## src/rtl/demux_pkg.sv

```systemverilog
// -----------------------------------------------------------------------------
// demux_pkg
// Shared definitions for the demux12_deser receive path.
//   DEF_WIDTH  : default word width per channel
//   MAX_WIDTH  : widest word the shift helper supports
//   CH1 / CH2  : channel index constants (S=0 -> CH1, S=1 -> CH2)
//   shift_in() : one-bit shift step, MSB-first or LSB-first
// -----------------------------------------------------------------------------
package demux_pkg;

    localparam int DEF_WIDTH = 4;
    localparam int MAX_WIDTH = 16;

    localparam int CH1 = 0;
    localparam int CH2 = 1;

    // Shift one bit into the low 'width' bits of sh. Bits above 'width'
    // are forced to zero so callers can simply truncate the result.
    //   msb_first=1 : {sh[width-2:0], d}  (first bit ends up in the MSB)
    //   msb_first=0 : {d, sh[width-1:1]}  (first bit ends up in the LSB)
    function automatic logic [MAX_WIDTH-1:0] shift_in(
        input logic [MAX_WIDTH-1:0] sh,
        input logic                 d,
        input int unsigned          width,
        input logic                 msb_first
    );
        logic [MAX_WIDTH-1:0] mask;
        logic [MAX_WIDTH-1:0] masked;
        logic [MAX_WIDTH-1:0] res;
        // For width == MAX_WIDTH the shift wraps to zero and the
        // subtraction yields all ones, which is the desired mask.
        mask   = (MAX_WIDTH'(1) << width) - MAX_WIDTH'(1);
        masked = sh & mask;
        if (msb_first) begin
            res = {masked[MAX_WIDTH-2:0], d};
        end else begin
            res = (masked >> 1) | (MAX_WIDTH'(d) << (width - 1));
        end
        return res & mask;
    endfunction

endpackage

```

## src/rtl/demux12_deser_lane.sv

```systemverilog
// -----------------------------------------------------------------------------
// deser_lane
// One channel of the deserializer: shift register, bit counter, output
// holding register and valid/ready handshake.
// Ports:
//   clk        : rising-edge clock
//   rst_n      : asynchronous active-low reset
//   clr_i      : synchronous clear of the partial word (shift reg + counter)
//   acc_i      : a bit for this channel is accepted this cycle
//   d_i        : the serial bit
//   y_ready_i  : consumer takes y_o
//   y_o        : completed word
//   y_valid_o  : y_o holds an unconsumed word
//   last_o     : counter sits at WIDTH-1 (next accepted bit completes)
//   busy_o     : partial word pending (counter non-zero)
// -----------------------------------------------------------------------------
module deser_lane
    import demux_pkg::*;
#(
    parameter int WIDTH     = DEF_WIDTH,
    parameter bit MSB_FIRST = 1'b1
) (
    input  logic             clk,
    input  logic             rst_n,
    input  logic             clr_i,
    input  logic             acc_i,
    input  logic             d_i,
    input  logic             y_ready_i,
    output logic [WIDTH-1:0] y_o,
    output logic             y_valid_o,
    output logic             last_o,
    output logic             busy_o
);

    localparam int CW = $clog2(WIDTH);
    localparam logic [CW-1:0] LAST = CW'(WIDTH - 1);

    logic [WIDTH-1:0]     sh_q, sh_d;
    logic [CW-1:0]        cnt_q, cnt_d;
    logic [WIDTH-1:0]     y_q, y_d;
    logic                 valid_q, valid_d;
    logic [MAX_WIDTH-1:0] sh_full;
    logic [WIDTH-1:0]     sh_shift;

    assign sh_full  = shift_in(MAX_WIDTH'(sh_q), d_i, WIDTH, MSB_FIRST);
    assign sh_shift = sh_full[WIDTH-1:0];

    always_comb begin
        sh_d    = sh_q;
        cnt_d   = cnt_q;
        y_d     = y_q;
        valid_d = valid_q;

        // Consumption first; a completion on the same edge overrides it
        // below so back-to-back words see no bubble.
        if (valid_q && y_ready_i) begin
            valid_d = 1'b0;
        end

        if (clr_i) begin
            sh_d  = '0;
            cnt_d = '0;
        end else if (acc_i) begin
            sh_d = sh_shift;
            if (cnt_q == LAST) begin
                y_d     = sh_shift;
                valid_d = 1'b1;
                cnt_d   = '0;
            end else begin
                cnt_d = cnt_q + CW'(1);
            end
        end
    end

    always_ff @(posedge clk or negedge rst_n) begin
        if (!rst_n) begin
            sh_q    <= '0;
            cnt_q   <= '0;
            y_q     <= '0;
            valid_q <= 1'b0;
        end else begin
            sh_q    <= sh_d;
            cnt_q   <= cnt_d;
            y_q     <= y_d;
            valid_q <= valid_d;
        end
    end

    assign y_o       = y_q;
    assign y_valid_o = valid_q;
    assign last_o    = (cnt_q == LAST);
    assign busy_o    = (cnt_q != '0);

endmodule

```

## src/rtl/demux12_deser.sv

```systemverilog
// -----------------------------------------------------------------------------
// demux12_deser
// Receive end of the 2:1 mux path: steers each serial bit to channel 1
// (S=0) or channel 2 (S=1), assembles WIDTH-bit words per channel and
// presents them on independent valid/ready ports.
// Ports:
//   clk, rst_n         : clock, asynchronous active-low reset
//   D, S, in_valid     : serial bit, channel select, qualifier
//   in_ready           : bit accepted this cycle (combinational)
//   sync               : synchronous clear of partial words, drops D
//   Y1/Y1_valid/Y1_ready : channel 1 word port
//   Y2/Y2_valid/Y2_ready : channel 2 word port
//   ovf                : sticky, sync arrived while a partial word pending
// -----------------------------------------------------------------------------
module demux12_deser
    import demux_pkg::*;
#(
    parameter int WIDTH     = DEF_WIDTH,
    parameter bit MSB_FIRST = 1'b1
) (
    input  logic             clk,
    input  logic             rst_n,
    input  logic             D,
    input  logic             S,
    input  logic             in_valid,
    output logic             in_ready,
    input  logic             sync,
    output logic [WIDTH-1:0] Y1,
    output logic             Y1_valid,
    input  logic             Y1_ready,
    output logic [WIDTH-1:0] Y2,
    output logic             Y2_valid,
    input  logic             Y2_ready,
    output logic             ovf
);

    logic [1:0]            acc;
    logic [1:0]            y_ready;
    logic [1:0]            y_valid;
    logic [1:0]            last;
    logic [1:0]            busy;
    logic [1:0][WIDTH-1:0] lane_y;
    logic                  accept;
    logic                  ovf_q, ovf_d;

    assign y_ready[CH1] = Y1_ready;
    assign y_ready[CH2] = Y2_ready;

    // Only a bit that would complete a word into a still-occupied,
    // not-draining holding register is stalled; the other channel and
    // non-completing bits always pass.
    assign in_ready = !sync && !(last[S] && y_valid[S] && !y_ready[S]);
    assign accept   = in_valid && in_ready;

    genvar gi;
    generate
        for (gi = 0; gi < 2; gi++) begin : g_lane
            assign acc[gi] = accept && (S == 1'(gi));

            deser_lane #(
                .WIDTH     (WIDTH),
                .MSB_FIRST (MSB_FIRST)
            ) u_lane (
                .clk       (clk),
                .rst_n     (rst_n),
                .clr_i     (sync),
                .acc_i     (acc[gi]),
                .d_i       (D),
                .y_ready_i (y_ready[gi]),
                .y_o       (lane_y[gi]),
                .y_valid_o (y_valid[gi]),
                .last_o    (last[gi]),
                .busy_o    (busy[gi])
            );
        end
    endgenerate

    assign ovf_d = ovf_q || (sync && (busy != 2'b00));

    always_ff @(posedge clk or negedge rst_n) begin
        if (!rst_n) begin
            ovf_q <= 1'b0;
        end else begin
            ovf_q <= ovf_d;
        end
    end

    assign Y1       = lane_y[CH1];
    assign Y1_valid = y_valid[CH1];
    assign Y2       = lane_y[CH2];
    assign Y2_valid = y_valid[CH2];
    assign ovf      = ovf_q;

endmodule

```

## config.mk

```make
export PLATFORM = sky130hd
export DESIGN_NAME = demux12_deser
export DESIGN_NICKNAME = d
export VERILOG_FILES = /design/src/rtl/demux_pkg.sv /design/src/rtl/demux12_deser_lane.sv /design/src/rtl/demux12_deser.sv
export SDC_FILE = /design/constraint.sdc
export NUM_CORES = 1
export LEC_CHECK = 0
export BUFFER_PORTS_ARGS = -buffer_cell sky130_fd_sc_hd__buf_2
export CELL_PAD_IN_SITES_DETAIL_PLACEMENT = 1
export CELL_PAD_IN_SITES_GLOBAL_PLACEMENT = 2
export CORE_UTILIZATION = 32
export CTS_CLUSTER_SIZE = 16
export DETAILED_ROUTE_END_ITERATION = 6
export PLACE_DENSITY_LB_ADDON = 0.08
export SLEW_MARGIN = 20
export SYNTH_ARGS = -nofsm -noshare
export SYNTH_HDL_FRONTEND = slang
export SYNTH_HIERARCHICAL = 1
export SYNTH_SLANG_ARGS = --single-unit
```

## constraint.sdc

```tcl
create_clock -name clk -period 1.6 [get_ports clk]
set_input_delay 0.16 -clock clk [delete_from_list [all_inputs] [get_ports clk]]
set_output_delay 0.16 -clock clk [all_outputs]
set_load 0.05 [all_outputs]
```

==> results of run 1 <==
## flip-flops by register name, indices dropped and copies added, names as in the netlist
name,cells
g_lane.u_lane/cnt_q,4
g_lane.u_lane/sh_q,6
g_lane.u_lane/y_o,8
g_lane.u_lane/y_valid_o,2
ovf,1
## routing by layer
layer  global-route usage (%)  vias to the layer above
li1                         -                      331
met1                     17.6                      319
met2                     20.7                       12
met3                     2.01                        2
met4                     6.12                        0
met5                        0                        -
## power by group through the flow
stage | combinational, µW | clock (µW) | sequential (µW)
floorplan | 39.4 | 0 | 554
global placement | 88.3 | 0 | 551
detailed placement | 89.3 | 0 | 551
CTS | 97.5 | 273 | 541
global route | 108 | 286 | 542
finish | 96.8 | 258 | 541
## repair_timing
item	in CTS	in global routing
hold endpoints to repair	21	0
pin swaps	4	3
buffers inserted	1	1
hold buffers	1	0
endpoints found under the setup margin	19	20
gates resized for setup	7	2
## final cells by class
class	count	area, µm²
fill	344	1710
sequential	21	528
multi-input combinational	45	454
timing repair buffer	33	224
tap	44	55.1
inverter	9	33.8
clock buffer	4	26.3
## how the worst min path moves through the flow
stage                                            end  depth (start not counted)      from
2_1_floorplan  g_lane[0].u_lane/cnt_q[0]$_DFFE_PN0P_                          0     rst_n
3_3_place_gp                           ovf$_DFF_PN0_                          1     rst_n
3_5_place_dp                           ovf$_DFF_PN0_                          1     rst_n
4_1_cts         g_lane[1].u_lane/y_valid_o$_DFF_PN0_                          2  Y2_ready
5_1_grt         g_lane[1].u_lane/y_valid_o$_DFF_PN0_                          2  Y2_ready
6_report        g_lane[1].u_lane/y_valid_o$_DFF_PN0_                          2  Y2_ready
## metrics by stage
stage / std cells / power, µW / setup TNS, ps / worst slack [ps] / cell area, µm²
5_1_grt: 156 / 935 / -3390 / -257 / 1320
6_report: 156 / 895 / -1550 / -183 / 1320
3_3_place_gp: 149 / 639 / -1090 / -125 / 1230
4_1_cts: 155 / 911 / -2370 / -214 / 1300
2_1_floorplan: 77 / 593 / -864 / -119 / 1020
3_5_place_dp: 149 / 640 / -1600 / -137 / 1230
## synth_stat cells
cell type and number:
a211oi_1 1, a21oi_2 1, and3b_1 2, buf_6 2, dfrtp_1 21, ha_1 4, inv_1 9, mux2_2 4
mux2_4 4, mux2i_1 8, nand2b_1 2, nand3b_4 2, nor2_1 9, nor4b_2 2, nor4bb_1 1, o21ai_0 3
or3b_1 1, xnor2_1 1
## cell families after synthesis
| logic type | synth area share (%) |
|---|---|
| AO/OA/AOI/OAI | 3.10 |
| XOR/XNOR | 0.868 |
| buffers and inverters | 5.58 |
| adder cells (fa/ha/maj) | 4.96 |
| flip-flops | 52.0 |
| multiplexers | 18.3 |
| AND/OR/NAND/NOR | 15.1 |
==> impl_metrics.toml, run 1 <==
[outcome]
status = "complete, but fails checks"
violations = "negative setup slack"

[routing]
dr_total_vias = 664
drt-pass1-iter-count = 2
ant_nets = 0
drcViolationCount = 0
wl_met1_um = 972
wirelength_um = 1950
top_layer = "met4"
wl_met2_um = 892
met3_length_um = 64
first_iter_violations = 17
wire_per_inst_um = 12.5
vias_per_cell = 4.26

[critical_path]
reg2reg_from = "g_lane[1].u_lane/cnt_q[0]$_DFFE_PN0P_"
cp_max_fo = 2
crit_path_start = "g_lane[1].u_lane/cnt_q[0]$_DFFE_PN0P_"
cp_num_cells = 5
path_class = "reg2out"
r2r_cells = 6
reg2reg_slack_ps = -160
path_buf_inv = 2
crit_chain = "ha_2 > and3b_2 > buf_6 > a211oi_4 > buf_6"
worst_path_max_delay_cell = "dfrtp_1"
worstPathArrival_ps = 1620
cp.required_ps = 1440
cp_common_cell = "buf_6"
critical-path-top-delay-family = "flip-flops"
end_kind = "output port"
reg2reg_to = "g_lane[1].u_lane/cnt_q[0]$_DFFE_PN0P_"
crit_end = "in_ready"
startpoint_type = "flop"
slowest_delay_ps = 420

[global_route]
grt_pass1_wl_um = 3280
grt_pass1_vias = 709
antenna_found_initial = 0
grt_use_total_pct = 13.1
grt_max_degree = 22
overflow = 0

[die]
core-area_um2 = 3030
die_w_um = 58.2
die_height_um = 58.2
dieArea_um2 = 3380
initial_core_util_pct = 33.3
rows = 20
num_io_pins = 20

[synthesis]
synth-seq-cells = 21
synth.distinct_cells = 18
synth_fp_nets = 89
synth.cell_area_um2 = 1010
yosys-top-cells-area = "dfrtp_1 52%, mux2i_1 7.9%, mux2_4 5.9%, ha_1 5.0%, mux2_2 4.5%"
ys_seq_area_share_pct = 52.0
syn_inst = 77
synth_area_leader_cell = "dfrtp_1"
synth_top_area_share_pct = 52.0
syn_avg_cell_area_um2 = 13.1
synth_warnings = 6

[min_path]
hp-class = "in2reg"

[power]
internal_power_uw = 678
seqPwrFrac_pct = 60.4
p_switching_uw = 217
power_density_nw_per_um2 = 677
p_leak_uw = 0.000723
combPwrFrac_pct = 10.8
irDropWorstVdd_mv = 0.268
swShare_pct = 24.3
p_clk_share_pct = 28.8

[timing]
drv_slew = 0
tightest_slew_ps = 513
fin_ws_ps = -183
fmax_mhz = 561
finalHoldViolCount = 0
finalClockSkew_ps = 13.0
setup-violations-final = 18
relSlewSlack_pct = 65.3
whs_ps = 29.6
rsz0062_at_grt = "true"
min_period_over_period_pct = 111
final.min_clock_period_ps = 1780

[placement]
portBuffers = 19
finalWeightedCongestion = 0.656
dp_hpwl_um = 1500

[final_layout]
final_common_cell = "dfrtp_1"
fin_nets = 125
n_antenna_cell = 0
fin_util_pct = 43.6
layout-drive-gt1-share_pct = 49.1
final_cell_mix = "19 x dfrtp_1, 18 x buf_2, 10 x buf_4"
area_growth_pct = 30.9

[clock_network]
h-tree-depth = 1
insertion_delay_ps = 300
clk_pin_slew_ps = 130
clockBufferDepth = 2
cts.sink_count = 21
tritoncts = "done"
cts_buffers = 3
root_buffer = "clkbuf_4"

[flow_run]
max_cap_violations = 0
(Power assumes the default switching activity.)
==> inputs of run 2 (changes only) <==
--- a/config.mk
+++ b/config.mk
@@ -6,12 +6,10 @@
 export NUM_CORES = 1
 export LEC_CHECK = 0
 export BUFFER_PORTS_ARGS = -buffer_cell sky130_fd_sc_hd__buf_2
-export CELL_PAD_IN_SITES_DETAIL_PLACEMENT = 1
-export CELL_PAD_IN_SITES_GLOBAL_PLACEMENT = 2
-export CORE_UTILIZATION = 32
+export CORE_UTILIZATION = 47
 export CTS_CLUSTER_SIZE = 16
 export DETAILED_ROUTE_END_ITERATION = 6
-export PLACE_DENSITY_LB_ADDON = 0.08
+export PLACE_DENSITY = 0.76
 export SLEW_MARGIN = 20
 export SYNTH_ARGS = -nofsm -noshare
 export SYNTH_HDL_FRONTEND = slang
==> run 2 against run 1 <==
  * The run still ends with negative setup slack left
  * Critical path type unchanged
  * Setup slack got worse by 13 ps
  * Core utilization increased by 24 points
  * First-iteration DRC count decreased by 41%
  * Maximum frequency decreased by 0.75%
  * Cell area increased by 1.4%
  * Largest power group unchanged
  * Clock power increased by 6%
  * Sequential share of layout area decreased by 0.56 points
==> impl_metrics.toml, run 2 (same netlist as run 1, synthesis figures left out) <==
[critical_path]
cp_num_cells = 5
cp_common_cell = "buf_6"
slowest_delay_ps = 410
r2r_cells = 6
critical-path-top-delay-family = "flip-flops"
path_class = "reg2out"
crit_path_start = "g_lane[1].u_lane/cnt_q[1]$_DFFE_PN0P_"
reg2reg_from = "g_lane[1].u_lane/cnt_q[1]$_DFFE_PN0P_"
reg2reg_to = "g_lane[1].u_lane/cnt_q[0]$_DFFE_PN0P_"
reg2reg_slack_ps = -140
crit_chain = "ha_2 > and3b_2 > buf_6 > a211oi_4 > buf_6"
end_kind = "output port"
path_buf_inv = 2
cp.required_ps = 1440
startpoint_type = "flop"
cp_max_fo = 2
worstPathArrival_ps = 1640
worst_path_max_delay_cell = "dfrtp_1"

[power]
irDropWorstVdd_mv = 0.691
power_density_nw_per_um2 = 684
seqPwrFrac_pct = 59.0
p_clk_share_pct = 29.8
p_switching_uw = 237
combPwrFrac_pct = 11.2
swShare_pct = 25.8
total_power_uw = 917
internal_power_uw = 680
p_leak_uw = 0.000734

[timing]
drv_slew = 0
fmax_mhz = 557
setup-violations-final = 19
fin_ws_ps = -196
finalHoldViolCount = 0
min_period_over_period_pct = 112
finalClockSkew_ps = 1.64
relSlewSlack_pct = 68.9
rsz0062_at_grt = "true"
tightest_slew_ps = 467
final.min_clock_period_ps = 1800
whs_ps = 26.5

[final_layout]
largest_reg_flops = 8
n_antenna_cell = 0
final_cell_mix = "19 x dfrtp_1, 18 x buf_2, 9 x inv_1, 9 x nor2_1, 9 x buf_4"
layout-drive-gt1-share_pct = 53.5
final-instance-count-excl-fill = 141
area_growth_pct = 32.7
fillerInstances = 146
fin_nets = 127
final_common_cell = "dfrtp_1"

[clock_network]
insertion_delay_ps = 320
cts.sink_count = 21
clockBufferDepth = 2
cts_buffers = 3
root_buffer = "clkbuf_4"
tritoncts = "done"
clk_pin_slew_ps = 120
h-tree-depth = 1

[min_path]
hold_depth = 2
hp-class = "in2reg"
min_to = "g_lane[0].u_lane/y_valid_o$_DFF_PN0_"
hold_start = "Y1_ready"

[routing]
first_iter_violations = 10
drt-pass1-iter-count = 4
wire_per_inst_um = 13.6
drcViolationCount = 0
vias_per_cell = 4.71
dr_total_vias = 664
ant_nets = 0
wirelength_um = 1910

[die]
dieArea_um2 = 2340
die_w_um = 48.4
core-area_um2 = 1980
die_height_um = 48.4
rows = 16
initial_core_util_pct = 50.9
num_io_pins = 20

[global_route]
grt_pass1_vias = 716
grt_use_total_pct = 19.8
grt_max_degree = 22
overflow = 0
antenna_found_initial = 0
grt_pass1_wl_um = 3460

[placement]
portBuffers = 19
dp_hpwl_um = 1360
place_inst = 133
pre_cts_slack_ps = -105
finalWeightedCongestion = 0.700

[flow_run]
max_cap_violations = 0

[outcome]
violations = "negative setup slack"
status = "complete, but fails checks"
[run 2: changes by cell type in the layout (fill, tap and decap cells not counted), sizes merged]
cell / before / now
clkinvlp: 0 / 1
buf: 32 / 34
clkbuf: 4 / 3
[run 2: through the flow]
step | setup TNS, ps | utilization, % | cell area [µm²]
2_1_floorplan | -864 | - | 1020
3_3_place_gp | -536 | 61.5 | 1220
3_5_place_dp | -900 | 61.5 | 1220
4_1_cts | -2390 | 65.4 | 1300
5_1_grt | -3370 | 67.6 | 1340
6_report | -1670 | 67.6 | 1340
[run 2: repair_timing]
action | 4_1_cts | 5_1_grt
endpoints found under the hold margin | 21 | 0
hold buffers | 1 | 0
pin swaps | 6 | 4
endpoints found under the setup margin | 18 | 21
gates cloned | 0 | 0
buffers inserted | 2 | 1
gates resized for setup | 6 | 9
[run 2: cell type report]
| type | count | area (µm²) | share of cell area (%) |
|---|---|---|---|
| Clock buffer | 3 | 22.5 | 1.68 |
| Multi-Input combinational cell | 45 | 468 | 34.9 |
| Clock inverter | 1 | 7.51 | 0.560 |
| Inverter | 9 | 33.8 | 2.52 |
| Tap cell | 27 | 33.8 | 2.52 |
| Sequential cell | 21 | 528 | 39.4 |
| Timing Repair Buffer | 35 | 246 | 18.4 |
[run 2: how the worst max path moves through the flow]
stage,end
after floorplan,g_lane[1].u_lane/cnt_q[0]$_DFFE_PN0P_
after global placement,g_lane[1].u_lane/cnt_q[0]$_DFFE_PN0P_
after detailed placement,g_lane[0].u_lane/y_o[0]$_DFFE_PN0P_
after CTS,in_ready
after global routing,in_ready
final,in_ready
[run 2: power by group through the flow]
stage	clock network, µW	logic [µW]	registers [µW]
6_report	273	103	541
5_1_grt	306	113	542
4_1_cts	286	96.2	541
3_5_place_dp	0	88.9	551
3_3_place_gp	0	86.1	551
2_1_floorplan	0	39.4	554
[run 2: metal layers]
layer | vias up | global-route usage (%) | share of wire, %
met3 | 2 | 5.66 | 4.0
met2 | 12 | 33.3 | 51
met1 | 319 | 24.7 | 44
met5 | - | 0 | 0
met4 | 0 | 5.88 | 0.99
li1 | 331 | - | -
